==> src/rtl/rv_pkg.sv <==
// Shared RV32IM encodings for the execute stage: opcodes, funct3/funct7 values
// and the iterative multiply/divide unit's state type.
package rv_pkg;

   localparam logic [6:0] OP_R      = 7'b0110011;
   localparam logic [6:0] OP_I      = 7'b0010011;
   localparam logic [6:0] OP_LOAD   = 7'b0000011;
   localparam logic [6:0] OP_STORE  = 7'b0100011;
   localparam logic [6:0] OP_BRANCH = 7'b1100011;

   localparam logic [6:0] FUNCT7_MULDIV = 7'b0000001;

   localparam logic [2:0] F3_ADD  = 3'b000;
   localparam logic [2:0] F3_SLL  = 3'b001;
   localparam logic [2:0] F3_SLT  = 3'b010;
   localparam logic [2:0] F3_SLTU = 3'b011;
   localparam logic [2:0] F3_XOR  = 3'b100;
   localparam logic [2:0] F3_SR   = 3'b101;
   localparam logic [2:0] F3_OR   = 3'b110;
   localparam logic [2:0] F3_AND  = 3'b111;

   localparam logic [2:0] F3_MUL    = 3'b000;
   localparam logic [2:0] F3_MULH   = 3'b001;
   localparam logic [2:0] F3_MULHSU = 3'b010;
   localparam logic [2:0] F3_MULHU  = 3'b011;
   localparam logic [2:0] F3_DIV    = 3'b100;
   localparam logic [2:0] F3_DIVU   = 3'b101;
   localparam logic [2:0] F3_REM    = 3'b110;
   localparam logic [2:0] F3_REMU   = 3'b111;

   typedef enum logic [1:0] {IDLE, RUN, DONE} mdu_state_t;

   function automatic logic op_a_signed(input logic [2:0] f3);
      return (f3 == F3_MULH) || (f3 == F3_MULHSU) || (f3 == F3_DIV) || (f3 == F3_REM);
   endfunction

   function automatic logic op_b_signed(input logic [2:0] f3);
      return (f3 == F3_MULH) || (f3 == F3_DIV) || (f3 == F3_REM);
   endfunction

endpackage

==> src/rtl/mdu_iterative.sv <==
// Iterative RV32M unit: shift-add multiply and restoring divide on magnitudes,
// one bit per cycle, with the sign fixed up combinationally in DONE.
module mdu_iterative
   import rv_pkg::*;
#(
   parameter int XLEN      = 32,
   parameter int MDU_ITERS = 32
) (
   input  logic            clk,
   input  logic            reset,
   input  logic            start,
   input  logic [2:0]      funct3,
   input  logic [XLEN-1:0] a,
   input  logic [XLEN-1:0] b,
   output logic            busy,
   output logic            done,
   output logic [XLEN-1:0] result
);

   localparam int CW = $clog2(MDU_ITERS);

   mdu_state_t         state, state_next;
   logic [CW-1:0]      count;
   logic [2*XLEN-1:0]  acc, acc_next, prod;
   logic [XLEN-1:0]    opb, a_save, quot, rem;
   logic [2:0]         op;
   logic               sa, sb, sa_q, sb_q, b_zero;
   logic [XLEN:0]      mul_sum, div_shift;
   logic [XLEN+1:0]    div_diff;

   assign sa = op_a_signed(funct3) & a[XLEN-1];
   assign sb = op_b_signed(funct3) & b[XLEN-1];

   always_comb begin
      state_next = state;
      case (state)
         IDLE:    if (start) state_next = RUN;
         RUN:     if (count == CW'(MDU_ITERS - 1)) state_next = DONE;
         DONE:    state_next = IDLE;
         default: state_next = IDLE;
      endcase
   end

   // acc holds {hi, lo}: product/multiplier for MUL*, remainder/quotient for DIV*/REM*
   always_comb begin
      mul_sum   = {1'b0, acc[2*XLEN-1:XLEN]} + (acc[0] ? {1'b0, opb} : '0);
      div_shift = {acc[2*XLEN-1:XLEN], acc[XLEN-1]};
      div_diff  = {1'b0, div_shift} - {2'b00, opb};
      if (op[2]) begin
         if (!div_diff[XLEN+1]) acc_next = {div_diff[XLEN-1:0], acc[XLEN-2:0], 1'b1};
         else                   acc_next = {div_shift[XLEN-1:0], acc[XLEN-2:0], 1'b0};
      end else begin
         acc_next = {mul_sum, acc[XLEN-1:1]};
      end
   end

   always_ff @(posedge clk) begin
      if (reset) begin
         state  <= IDLE;
         count  <= '0;
         acc    <= '0;
         opb    <= '0;
         a_save <= '0;
         op     <= '0;
         sa_q   <= 1'b0;
         sb_q   <= 1'b0;
      end else begin
         state <= state_next;
         case (state)
            IDLE: if (start) begin
               count  <= '0;
               op     <= funct3;
               a_save <= a;
               sa_q   <= sa;
               sb_q   <= sb;
               opb    <= sb ? -b : b;
               acc    <= {{XLEN{1'b0}}, (sa ? -a : a)};
            end
            RUN: begin
               count <= count + 1'b1;
               acc   <= acc_next;
            end
            default: count <= '0;
         endcase
      end
   end

   assign b_zero = (opb == '0);
   assign prod   = (sa_q ^ sb_q) ? -acc : acc;
   assign quot   = acc[XLEN-1:0];
   assign rem    = acc[2*XLEN-1:XLEN];

   always_comb begin
      result = '0;
      case (op)
         F3_MUL:                        result = prod[XLEN-1:0];
         F3_MULH, F3_MULHSU, F3_MULHU:  result = prod[2*XLEN-1:XLEN];
         F3_DIV, F3_DIVU:               result = b_zero ? '1 : ((sa_q ^ sb_q) ? -quot : quot);
         default:                       result = b_zero ? a_save : (sa_q ? -rem : rem);
      endcase
   end

   assign busy = (state == RUN);
   assign done = (state == DONE);

endmodule

==> src/rtl/ex_stage.sv <==
// Execute stage: ALU, address generation, branch resolution and iterative
// multiply/divide, feeding the internal EX/MEM register.
module ex_stage
   import rv_pkg::*;
#(
   parameter int XLEN      = 32,
   parameter int MDU_ITERS = 32
) (
   input  logic            clk,
   input  logic            reset,
   input  logic [XLEN-1:0] in_pc,
   input  logic [6:0]      in_alu_op,
   input  logic            in_alu_src,
   input  logic            in_mem_read,
   input  logic            in_mem_write,
   input  logic            in_mem_to_reg,
   input  logic            in_beq_control,
   input  logic            in_bneq_control,
   input  logic            in_blt_control,
   input  logic            in_bge_control,
   input  logic [XLEN-1:0] in_read_data_1,
   input  logic [XLEN-1:0] in_read_data_2,
   input  logic [XLEN-1:0] in_imm,
   input  logic [4:0]      in_rd,
   input  logic [6:0]      in_funct7,
   input  logic [2:0]      in_funct3,
   output logic            stall,
   output logic            branch_taken,
   output logic [XLEN-1:0] branch_target,
   output logic            out_valid,
   output logic [XLEN-1:0] out_alu_result,
   output logic [XLEN-1:0] out_write_data,
   output logic [4:0]      out_rd,
   output logic            out_mem_read,
   output logic            out_mem_write,
   output logic            out_mem_to_reg
);

   logic [XLEN-1:0] op_a, op_b, alu_result, ex_result, mdu_result;
   logic [4:0]      shamt;
   logic            is_sub, is_mem, mdu_op, mdu_start, mdu_busy, mdu_done;
   logic            ex_valid, lt, br_cond;

   assign op_a   = in_read_data_1;
   assign op_b   = in_alu_src ? in_imm : in_read_data_2;
   assign shamt  = op_b[4:0];
   assign is_sub = (in_alu_op == OP_R) && in_funct7[5];
   assign is_mem = (in_alu_op == OP_LOAD) || (in_alu_op == OP_STORE);
   assign mdu_op = (in_alu_op == OP_R) && (in_funct7 == FUNCT7_MULDIV);

   always_comb begin
      alu_result = '0;
      case (in_funct3)
         F3_ADD:  alu_result = is_sub ? (op_a - op_b) : (op_a + op_b);
         F3_SLL:  alu_result = op_a << shamt;
         F3_SLT:  alu_result = {{(XLEN-1){1'b0}}, $signed(op_a) < $signed(op_b)};
         F3_SLTU: alu_result = {{(XLEN-1){1'b0}}, op_a < op_b};
         F3_XOR:  alu_result = op_a ^ op_b;
         F3_SR:   alu_result = in_funct7[5] ? XLEN'($signed(op_a) >>> shamt) : (op_a >> shamt);
         F3_OR:   alu_result = op_a | op_b;
         default: alu_result = op_a & op_b;
      endcase
   end

   // The MDU holds the front end until its DONE cycle, where the result is captured
   assign mdu_start = mdu_op && !mdu_busy && !mdu_done;
   assign stall     = mdu_op && !mdu_done;

   mdu_iterative #(.XLEN(XLEN), .MDU_ITERS(MDU_ITERS)) u_mdu (
      .clk    (clk),
      .reset  (reset),
      .start  (mdu_start),
      .funct3 (in_funct3),
      .a      (in_read_data_1),
      .b      (in_read_data_2),
      .busy   (mdu_busy),
      .done   (mdu_done),
      .result (mdu_result)
   );

   assign lt      = $signed(in_read_data_1) < $signed(in_read_data_2);
   assign br_cond = (in_beq_control  && (in_read_data_1 == in_read_data_2)) ||
                    (in_bneq_control && (in_read_data_1 != in_read_data_2)) ||
                    (in_blt_control  && lt) ||
                    (in_bge_control  && !lt);
   assign branch_taken  = (in_alu_op == OP_BRANCH) && br_cond && !stall;
   assign branch_target = in_pc + in_imm;

   assign ex_valid  = ((in_alu_op == OP_R) || (in_alu_op == OP_I) || is_mem) && !stall;
   assign ex_result = mdu_op ? mdu_result : (is_mem ? (op_a + in_imm) : alu_result);

   always_ff @(posedge clk) begin
      if (reset) begin
         out_valid      <= 1'b0;
         out_alu_result <= '0;
         out_write_data <= '0;
         out_rd         <= '0;
         out_mem_read   <= 1'b0;
         out_mem_write  <= 1'b0;
         out_mem_to_reg <= 1'b0;
      end else begin
         out_valid      <= ex_valid;
         out_alu_result <= ex_result;
         out_write_data <= in_read_data_2;
         out_rd         <= in_rd;
         out_mem_read   <= in_mem_read   && ex_valid;
         out_mem_write  <= in_mem_write  && ex_valid;
         out_mem_to_reg <= in_mem_to_reg && ex_valid;
      end
   end

endmodule

==> config.mk <==
export PLATFORM = sky130hd
export DESIGN_NAME = ex_stage
export DESIGN_NICKNAME = d
export VERILOG_FILES = /design/src/rtl/rv_pkg.sv /design/src/rtl/mdu_iterative.sv /design/src/rtl/ex_stage.sv
export SDC_FILE = /design/constraint.sdc
export NUM_CORES = 2
export LEC_CHECK = 0
export BUFFER_PORTS_ARGS = -buffer_cell sky130_fd_sc_hd__buf_4
export CAP_MARGIN = 15
export CORE_MARGIN = 2
export CORE_UTILIZATION = 25
export CTS_BUF_LIST = sky130_fd_sc_hd__clkbuf_8
export CTS_CLUSTER_SIZE = 8
export DETAILED_ROUTE_END_ITERATION = 10
export GPL_TIMING_DRIVEN = 0
export SKIP_LAST_GASP = 1
export SLEW_MARGIN = 30
export SYNTH_ARGS = -nofsm -noshare
export SYNTH_HDL_FRONTEND = slang
export SYNTH_HIERARCHICAL = 1
export SYNTH_SLANG_ARGS = --single-unit
==> constraint.sdc <==
create_clock -name clk -period 4.6 [get_ports clk]
set_clock_uncertainty 0.15 [all_clocks]
set_input_delay 0.69 -clock clk [delete_from_list [all_inputs] [get_ports clk]]
set_output_delay 0.69 -clock clk [all_outputs]
set_load 0.005 [all_outputs]
==> reports/results.ini <==
[grt]
grt_pass1_vias = 32970
grt_first_pass_wirelength_um = 240100
grt_antenna_before_repair = 19
gr-total-overflow = 0
track_usage = 0.2733
grt_max_degree = 21

[cts]
h-tree-depth = 2
tritoncts = built
clk_pin_slew_ps = 60
cts_sinks = 213
clock_latency_ps = 730
clockBufferDepth = 3
cts_buffers = 44
clock-root-buffer = clkbuf_8

[pwr]
vdd_drop_max_v = 0.0002052
p_leak_nw = 14.56
swShare = 0.4117
power_switching_mw = 3.097
finalPower_mw = 7.521
p_per_area_nw_per_um2 = 214.7
p_clk_frac = 0.323
intPower_mw = 4.424
p_comb_frac = 0.423
seq_power_share = 0.253

[worst_setup_path]
path_class = primary input to flop
path_max_fanout = 11
worstReg2RegStart = u_mdu/acc[2]
critPathCaptureType = flop
r2r-end = out_alu_result[1]
start_kind = primary input
regToRegSetupSlack_ps = 120
cp.required_ps = 5030
worstRegToRegCells = 12
cp.arrival_ps = 5070

[layout]
fillerInstances = 12750
syn_to_final_growth_pct = 19.45
final_cells = 5947
regArea_um2 = 4265
layout_common_cells = 396 x nand2_1, 366 x nor2_1, 358 x a21oi_1
final_area_um2 = 35030
fin_nets = 4818
multi_input_area_um2 = 23530
largest_reg_flops = 64
final_layout_size_suffix_gt1_frac = 0.1333
final_common_cell = nand2_1
top_register = u_mdu/acc

[timing]
setup_ws_ps = -33.75
period_share = 1.007
tns_ps = -46.02
rsz0062_at_grt = yes
fmax_ghz = 0.2158
final.min_clock_period_ps = 4634
setup_viol = 2
hold_violations = 0
slew_headroom = 0.2682
slew_viol_final = 0
tightest_slew_ps = 1098

[floorplan]
rows = 125
core_area_um2 = 116200
io_pins = 267
start_util = 0.2523
die_area_um2 = 120000
dieHeight_um = 346.5
fp.dieW_um = 346.5

[synth]
synth_warnings = 6
synth-adder-area-share = 0.1214
synth.area.mux_share = 0.07847
synth_area_um2 = 29320
synthFlopType = dfxtp_1
yosys.area_share.simple = 0.1914
synth_nets = 4504
synth_seq_cells = 213
ys_seq_area_frac = 0.1454
synth_xor_area_frac = 0.08483
synth_edf_count = 0
syn_inst = 4063
synth_compound_area_frac = 0.3086
synth_top_family_by_area = compound AO/OA/AOI/OAI gates
syn_area_per_cell_um2 = 7.217
synthArstFlopShare = 0
ys_types = 109

[drt]
firstDrtPassIters = 6
drc_errors = 0
ant_nets = 0
via_count = 34880
wirelength_um = 171300
wl_per_cell_um = 28.80
via_per_inst = 5.866
drt_iter0_drc = 4150

[worst_hold_path]
hold_depth = 2
min_path_type = primary input to flop
min-delay-start = in_mem_read
holdPathEnd = out_mem_read

[run_status]
violations = negative setup slack
status = finished with violations

[placed_design]
dp.cells = 5852
dpl_cell_area_um2 = 33280
io_buffers = 264
hpwl_um = 137800
place_ws_ps = -2787
gp_congestion = 1.030

[job]
drv_cap = 0

Yosys cell counts, types with 17 or more instances:
| cell type | instances | area [um^2] |
|---|---|---|
| o21a_1 | 53 | 397.9 |
| mux2i_1 | 156 | 1562 |
| buf_2 | 27 | 135.1 |
| dfxtp_1 | 213 | 4264 |
| a221oi_1 | 17 | 148.9 |
| mux4_2 | 28 | 630.6 |
| o211ai_1 | 50 | 375.4 |
| nand4_1 | 30 | 187.7 |
| a31oi_1 | 48 | 300.3 |
| o21ai_1 | 49 | 245.2 |
| a211oi_1 | 132 | 991.0 |
| o21ai_0 | 236 | 1181 |
| a22oi_1 | 42 | 315.3 |
| clkbuf_1 | 206 | 773.2 |
| a22o_1 | 21 | 183.9 |
| a21o_1 | 75 | 563.0 |
| nor4_1 | 35 | 219.0 |
| or3_1 | 37 | 231.5 |
| and3_1 | 20 | 125.1 |
| o22ai_1 | 27 | 168.9 |
| nor2_1 | 368 | 1381 |
| nand2_1 | 396 | 1486 |
| ha_1 | 275 | 3441 |
| nor3_1 | 87 | 435.4 |
| a21oi_1 | 364 | 1822 |
| o31ai_1 | 34 | 255.2 |
| inv_1 | 225 | 844.6 |
| xor2_1 | 145 | 1270 |
| or4_1 | 19 | 142.6 |
| buf_1 | 23 | 86.33 |
| nand3_1 | 55 | 275.3 |
| xnor2_1 | 139 | 1217 |
| nor2b_1 | 44 | 275.3 |
| o221ai_1 | 34 | 297.8 |
| and2_1 | 26 | 162.7 |
| nand2b_1 | 41 | 256.5 |
| o21bai_1 | 34 | 255.2 |
power by group through the flow:
| stage | clock network, mW | logic (mW) | registers [mW] |
|---|---|---|---|
| final | 2.43 | 3.18 | 1.91 |
| after global routing | 2.56 | 3.31 | 1.91 |
| after CTS | 2.48 | 3.05 | 1.91 |
| after detailed placement | 0 | 2.94 | 1.94 |
| after global placement | 0 | 2.96 | 1.94 |
| after floorplan | 0 | 1.64 | 1.95 |
kinds of logic after synthesis:
family | count (synthesis)
flip-flops | 213
XOR/XNOR | 284
multiplexers | 193
buffers and inverters | 505
AO/OA/AOI/OAI | 1379
adder cells (fa/ha/maj) | 281
AND/OR/NAND/NOR | 1208
worst max-delay path, cell delays in order:
cell and delay (ps):
buf_4 200, mux2i_4 280, buf_12 160, clkbuf_2 340
clkbuf_2 410, ha_1 360, nor2_1 100, a31oi_1 600
mux2i_1 420, mux2i_1 480, a221oi_1 260, o211ai_1 170
o211ai_1 120, a211oi_1 430
layer usage:
layer,global-route usage,vias to the layer above,share of wire
li1,-,15490,-
met1,0.3504,16760,0.41
met2,0.4228,2092,0.43
met3,0.05801,526,0.091
met4,0.1555,16,0.066
met5,0,-,0.00071
per-stage QoR:
stage	hold WS, ps	utilization
2_1_floorplan	286.3	-
3_3_place_gp	295.6	0.2860
3_5_place_dp	299.9	0.2864
4_1_cts	44.62	0.2997
5_1_grt	60.99	0.3012
6_report	86.33	0.3014
repair_timing:
action                     CTS  global route
setup endpoints to repair  139           116
gates cloned                 0             0
pin swaps                    9            14
hold buffers                 0             0
buffers inserted            13             6
gates resized for setup     99            38
cell type report:
| cell class | count | area share |
|---|---|---|
| timing repair buffer | 284 | 0.06205 |
| clock inverter | 27 | 0.008752 |
| clock buffer | 53 | 0.02083 |
| sequential | 213 | 0.1218 |
| buffer | 259 | 0.03483 |
| tap | 1524 | 0.05444 |
| inverter | 230 | 0.02483 |
| multi-input combinational | 3345 | 0.6716 |
| antenna | 12 | 0.0008573 |
worst max-delay path by stage:
stage | from | endpoint | slack, ps | cells after the start
4_1_cts | in_alu_src | out_alu_result[11] | -30 | 17
3_3_place_gp | in_alu_src | out_alu_result[11] | -3200 | 16
5_1_grt | in_imm[0] | branch_target[30] | -70 | 15
6_report | in_alu_src | out_alu_result[14] | -30 | 14
3_5_place_dp | in_alu_src | out_alu_result[11] | -2790 | 16
2_1_floorplan | in_alu_src | out_alu_result[22] | 9 | 18
No activity file was read; power rests on OpenSTA's default activity.
